[src/rtl/seq_shift_add_multiplier_pkg.sv]
// Shared types and constants for the sequential shift-add multiplier.
package mult_pkg;
  localparam int DEF_WIDTH = 8;

  typedef enum logic [1:0] {IDLE = 2'd0, RUN = 2'd1, DONE = 2'd2} state_t;

  function automatic int prod_w(input int w);
    return 2 * w;
  endfunction
endpackage

[src/rtl/seq_shift_add_multiplier_if.sv]
// Operand/handshake bundle for seq_shift_add_multiplier.
// SEQ_MULT_SIGNED_EN adds the is_signed operand qualifier.
interface seq_shift_add_multiplier_if #(
  parameter int WIDTH = mult_pkg::DEF_WIDTH
) ();
  logic                                 start;
  logic [WIDTH-1:0]                     a;
  logic [WIDTH-1:0]                     b;
`ifdef SEQ_MULT_SIGNED_EN
  logic                                 is_signed;
`endif
  logic                                 busy;
  logic                                 done;
  logic [mult_pkg::prod_w(WIDTH)-1:0]   product;

`ifdef SEQ_MULT_SIGNED_EN
  modport master (output start, a, b, is_signed, input busy, done, product);
  modport slave  (input start, a, b, is_signed, output busy, done, product);
`else
  modport master (output start, a, b, input busy, done, product);
  modport slave  (input start, a, b, output busy, done, product);
`endif
endinterface

[src/rtl/seq_shift_add_multiplier_step.sv]
// One shift-add iteration: conditional add into the upper half, then shift
// {carry, upper, lower} right by one so the adder carry is never lost.
module mult_shift_add_step #(
  parameter int WIDTH = mult_pkg::DEF_WIDTH
) (
  input  logic [2*WIDTH-1:0] acc,
  input  logic [WIDTH-1:0]   mcand,
  input  logic               lsb,
  output logic [2*WIDTH-1:0] acc_nxt
);
  logic [WIDTH:0] sum;

  always_comb begin
    sum     = {1'b0, acc[2*WIDTH-1:WIDTH]} + (lsb ? {1'b0, mcand} : '0);
    acc_nxt = (2*WIDTH)'({sum, acc[WIDTH-1:0]} >> 1);
  end
endmodule

[src/rtl/seq_shift_add_multiplier.sv]
// Sequential WIDTH x WIDTH multiplier, one shift-add iteration per clock.
// SEQ_MULT_SIGNED_EN enables two's-complement operands via bus.is_signed.
module seq_shift_add_multiplier
  import mult_pkg::*;
#(
  parameter  int WIDTH = DEF_WIDTH,
  localparam int CNT_W = $clog2(WIDTH + 1),
  localparam int PW    = prod_w(WIDTH)
) (
  input logic                      clk,
  input logic                      rst_n,
  seq_shift_add_multiplier_if.slave bus
);
  state_t             state, state_nxt;
  logic [WIDTH-1:0]   mcand, op_a, op_b;
  logic [PW-1:0]      acc, acc_step, product_q, result;
  logic [CNT_W-1:0]   count;
  logic               last;
`ifdef SEQ_MULT_SIGNED_EN
  logic               neg, neg_nxt;
`endif

  assign last = (count == CNT_W'(WIDTH - 1));

  mult_shift_add_step #(.WIDTH(WIDTH)) u_step (
    .acc     (acc),
    .mcand   (mcand),
    .lsb     (acc[0]),
    .acc_nxt (acc_step)
  );

  // The core only ever sees magnitudes; negating the most-negative value
  // wraps to 2^(WIDTH-1), which is exactly its unsigned magnitude.
  always_comb begin
`ifdef SEQ_MULT_SIGNED_EN
    op_a    = (bus.is_signed && bus.a[WIDTH-1]) ? -bus.a : bus.a;
    op_b    = (bus.is_signed && bus.b[WIDTH-1]) ? -bus.b : bus.b;
    neg_nxt = bus.is_signed && (bus.a[WIDTH-1] ^ bus.b[WIDTH-1]);
    result  = neg ? -acc_step : acc_step;
`else
    op_a    = bus.a;
    op_b    = bus.b;
    result  = acc_step;
`endif
  end

  always_comb begin
    state_nxt = state;
    case (state)
      IDLE:    if (bus.start) state_nxt = RUN;
      RUN:     if (last) state_nxt = DONE;
      DONE:    state_nxt = IDLE;
      default: state_nxt = IDLE;
    endcase
  end

  always_ff @(posedge clk or negedge rst_n) begin
    if (!rst_n) state <= IDLE;
    else        state <= state_nxt;
  end

  always_ff @(posedge clk or negedge rst_n) begin
    if (!rst_n) begin
      mcand     <= '0;
      acc       <= '0;
      count     <= '0;
      product_q <= '0;
`ifdef SEQ_MULT_SIGNED_EN
      neg       <= 1'b0;
`endif
    end else begin
      case (state)
        IDLE: if (bus.start) begin
          mcand <= op_a;
          acc   <= {{WIDTH{1'b0}}, op_b};
          count <= '0;
`ifdef SEQ_MULT_SIGNED_EN
          neg   <= neg_nxt;
`endif
        end
        RUN: begin
          acc   <= acc_step;
          count <= count + 1'b1;
          if (last) product_q <= result;
        end
        default: ;
      endcase
    end
  end

  assign bus.busy    = (state != IDLE);
  assign bus.done    = (state == DONE);
  assign bus.product = product_q;
endmodule
[src/flat_wrapper.sv]
// flat-port wrapper written by rule: the top's interface ports become plain ports
module seq_shift_add_multiplier_flat import mult_pkg::*;
#(
  parameter  int WIDTH = DEF_WIDTH,
  localparam int CNT_W = $clog2(WIDTH + 1),
  localparam int PW    = prod_w(WIDTH)
)
  (clk, rst_n, bus_start, bus_a, bus_b, bus_busy, bus_done, bus_product);
  seq_shift_add_multiplier_if #(.WIDTH(WIDTH)) bus_i ();
  input logic clk;
  input logic rst_n;
  input wire logic [$bits(bus_i.start)-1:0] bus_start;
  input wire logic [$bits(bus_i.a)-1:0] bus_a;
  input wire logic [$bits(bus_i.b)-1:0] bus_b;
  output wire logic [$bits(bus_i.busy)-1:0] bus_busy;
  output wire logic [$bits(bus_i.done)-1:0] bus_done;
  output wire logic [$bits(bus_i.product)-1:0] bus_product;
  assign bus_i.start = bus_start;
  assign bus_i.a = bus_a;
  assign bus_i.b = bus_b;
  assign bus_busy = bus_i.busy;
  assign bus_done = bus_i.done;
  assign bus_product = bus_i.product;
  seq_shift_add_multiplier #(.WIDTH(WIDTH)) u_core (.clk(clk), .rst_n(rst_n), .bus(bus_i));
endmodule
[config.mk]
export PLATFORM = sky130hd
export DESIGN_NAME = seq_shift_add_multiplier_flat
export DESIGN_NICKNAME = d
export VERILOG_FILES = /design/src/rtl/seq_shift_add_multiplier_pkg.sv /design/src/rtl/seq_shift_add_multiplier_if.sv /design/src/rtl/seq_shift_add_multiplier_step.sv /design/src/rtl/seq_shift_add_multiplier.sv /design/src/flat_wrapper.sv
export SDC_FILE = /design/constraint.sdc
export NUM_CORES = 1
export LEC_CHECK = 0
export ABC_AREA = 1
export BUFFER_PORTS_ARGS = -buffer_cell sky130_fd_sc_hd__buf_2
export CAP_MARGIN = 30
export CORE_UTILIZATION = 35
export DETAILED_ROUTE_END_ITERATION = 7
export PLACE_DENSITY = 0.51
export SKIP_CTS_REPAIR_TIMING = 1
export SLEW_MARGIN = 10
export SYNTH_ARGS = -nofsm -noshare
export SYNTH_HDL_FRONTEND = slang
export SYNTH_SLANG_ARGS = --single-unit
[constraint.sdc]
create_clock -name clk -period 1.9 [get_ports clk]
set_input_delay 0.19 -clock clk [delete_from_list [all_inputs] [get_ports clk]]
set_output_delay 0.19 -clock clk [all_outputs]
set_load 0.005 [all_outputs]
==> impl_metrics.csv <==
group,metric,value,unit
outcome,status,"finished with violations",
floorplanning,die_area,6860,µm²
yosys,netlist_area,2280,µm²
routing,routed_wl,4540,µm
clock_tree,clk_pin_slew,80,ps
clock_tree,clk_path_buf_depth,2,
cells_and_area,area_delta_synth_final,14.3,%
run,drv_cap,0,
clock_tree,tritoncts,"yes",
sta,timing.final.ws_setup,172,ps
routing,wl_per_cell,12.5,µm
cells_and_area,layout_commonest_cell,"nand2_1",
critical_path,cp-end-kind,"flip-flop",
floorplanning,dieWidth,82.8,µm
sta,min_period_over_period,91.0,%
sta,post-route-min-period,1730,ps
critical_path,reg2reg_from,"u_core.acc[0]",
critical_path,cp_max_fo,8,
cells_and_area,diodes,0,
yosys,syn_nets,277,
floorplanning,core_area,6310,µm²
yosys,ys_types,29,
yosys,synthCells,248,
sta,fin_skew,5.40,ps
critical_path,critPathSlowestCell,"dfrtp_1",
power_and_ir_drop,p_int,2.69,mW
sta,holdWs,-26.7,ps
power_and_ir_drop,p_seq_share,36.6,%
global_route,grtUsageTotal,15.1,%
sta,finalHoldViolCount,44,
routing,avgViaCountPerCell,4.72,
power_and_ir_drop,switching_power,2.04,mW
min_path,worstHoldPathType,"primary input to async pin",
power_and_ir_drop,p_leak,1.45,nW
cells_and_area,drive_gt1_share,26.5,%
power_and_ir_drop,clockPowerShare,12.0,%
yosys,yosys_warnings,0,
power_and_ir_drop,peakVddDrop,0.000547,V
critical_path,cp_data_required_time,2090,ps
clock_tree,cts.sinks,46,
yosys,avgSynthCellArea,9.21,µm²
critical_path,start_kind,"flip-flop",
critical_path,path_common_cell,"nand3_1",
placement,io_buffer_count,36,
sta,slew_violations,0,
routing,drtIter0Drc,58,
routing,antenna_left,0,
cells_and_area,utilization,41.4,%
power_and_ir_drop,p_comb_share,51.3,%
outcome,violations,"hold timing",
yosys,synth_edf_count,0,
floorplanning,num_rows,29,
clock_tree,cts_made_buffers,5,
placement,place_hpwl,3140,µm
global_route,overflow,0,
routing,drt_pass1_iterations,4,
cells_and_area,mostFrequentLayoutCells,"nand2_1 (75), dfrtp_1 (46), buf_2 (36), inv_1 (30), nand3_1 (17)",
routing,drc,0,
critical_path,crit_path_start,"u_core.acc[0]",
clock_tree,insertion_delay,290,ps
floorplanning,io_pins,37,
sta,setup_tns,0,ps
sta,max_freq,579,MHz
clock_tree,cts_htree_levels,2,
critical_path,crit_family,"simple AND/OR/NAND/NOR gates",
placement,place.gp.congestion,0.796,
clock_tree,clk_root_buffer_cell,"clkbuf_8",
floorplanning,die_h,82.8,µm
global_route,antenna_found_initial,0,
power_and_ir_drop,switching_share,43.1,%
yosys,synth_flop_cell,"dfrtp_1",
routing,vias,1717,
critical_path,critPathArrivalTime,1920,ps
cells_and_area,finalNetCount,316,
power_and_ir_drop,powerDensity,1810,nW/µm²
global_route,grt_pass1_wl,7710,µm
critical_path,path_buf_inv,2,
global_route,first_global_vias,1650,
global_route,grt_start_max_net_pins,47,
yosys,synth-async-reset-ratio,100,%
sta,relSlewSlack,60.6,%
sta,setup_violations,0,
critical_path,cpPeakStageDelay,380,ps
critical_path,worstSetupPathType,"flip-flop to flip-flop",
floorplanning,start_util,36.2,%
yosys,synth_seq_cells,46,
sta,tightest_slew,591,ps
yosys,ys_seq_area_share,50.4,%
sta,rsz0062_at_grt,"false",
critical_path,crit_chain,"buf_4 > nand2_1 > inv_1 > ha_1 > or2_2 > nand3_1 > nand3_1 > nand3_1 > nand2_1",
placement,dp_slack,132,ps
cell usage after synthesis, types with 2 or more instances:
| library cell | instances | area (µm²) |
|---|---|---|
| a21oi_1 | 11 | 55.1 |
| buf_6 | 3 | 33.8 |
| dfrtp_1 | 46 | 1150 |
| ha_1 | 9 | 113 |
| inv_1 | 30 | 113 |
| inv_2 | 2 | 7.51 |
| inv_4 | 2 | 12.5 |
| mux2_2 | 8 | 90.1 |
| nand2_1 | 75 | 282 |
| nand2_4 | 4 | 45.0 |
| nand3_1 | 17 | 85.1 |
| nand3b_1 | 2 | 15.0 |
| nor2_1 | 6 | 22.5 |
| o21ai_0 | 3 | 15.0 |
| o21ai_2 | 9 | 78.8 |
| o22ai_1 | 8 | 50.1 |
kinds of logic (layout without fill, tap and decap cells):
group / Yosys count / in the layout / synth area share [%]
and+or+nand+nor: 108 / 108 / 21.4
DFF: 46 / 46 / 50.4
buffers and inverters: 40 / 79 / 8.00
AOI/OAI and AO/OA: 35 / 35 / 10.1
adders and majority gates: 10 / 10 / 5.81
muxes: 8 / 8 / 3.94
xor gates and xnor gates: 1 / 1 / 0.383
flip-flops by register name, summed over array words and instances, names as in the netlist:
name	cells
u_core.state	2
u_core.bus.product	16
u_core.acc	16
u_core.mcand	8
u_core.count	4
power by group through the flow:
stage / Combinational, mW / Clock, mW / Sequential [mW]
6_report: 2.43 / 0.569 / 1.74
5_1_grt: 2.83 / 0.641 / 1.80
4_1_cts: 2.46 / 0.597 / 1.74
3_5_place_dp: 2.45 / 0 / 1.75
3_3_place_gp: 2.42 / 0 / 1.74
2_1_floorplan: 1.90 / 0 / 1.71
through the flow:
stage / std cells / instance area, µm² / power [mW]
final: 364 / 2610 / 4.74
after global placement: 357 / 2530 / 4.16
after detailed placement: 357 / 2530 / 4.20
after floorplan: 248 / 2280 / 3.61
after global routing: 364 / 2610 / 5.27
after CTS: 364 / 2610 / 4.79
per-layer routing:
layer / part of all wire (%) / track usage [%] / wire length (µm)
met5: 0 / 0 / 0
met4: 1.4 / 4.14 / 63
met3: 3.1 / 2.95 / 140
met2: 46 / 25.0 / 2070
met1: 50 / 20.1 / 2270
worst paths after layout:
| kind | end | slack (ps) | cells past startpoint |
|---|---|---|---|
| max | u_core.acc[14] | 170 | 9 |
| min | u_core.bus.product[14] | -30 | 2 |
| max reg2reg | u_core.acc[14] | 170 | 9 |
| min reg2reg | u_core.bus.product[7] | 470 | 2 |
| max in group asynchronous | u_core.mcand[2] | 1520 | 2 |
| min in group clk | u_core.mcand[0] | 120 | 2 |
layout make-up:
class / instances / area, µm²
Tap cell: 77 / 96.3
Fill cell: 680 / 3700
Clock buffer: 5 / 68.8
Timing Repair Buffer: 38 / 195
Multi-Input combinational cell: 162 / 957
Clock inverter: 2 / 10.0
Sequential cell: 46 / 1150
Inverter: 34 / 133
No activity file was read; power rests on OpenSTA's default activity.
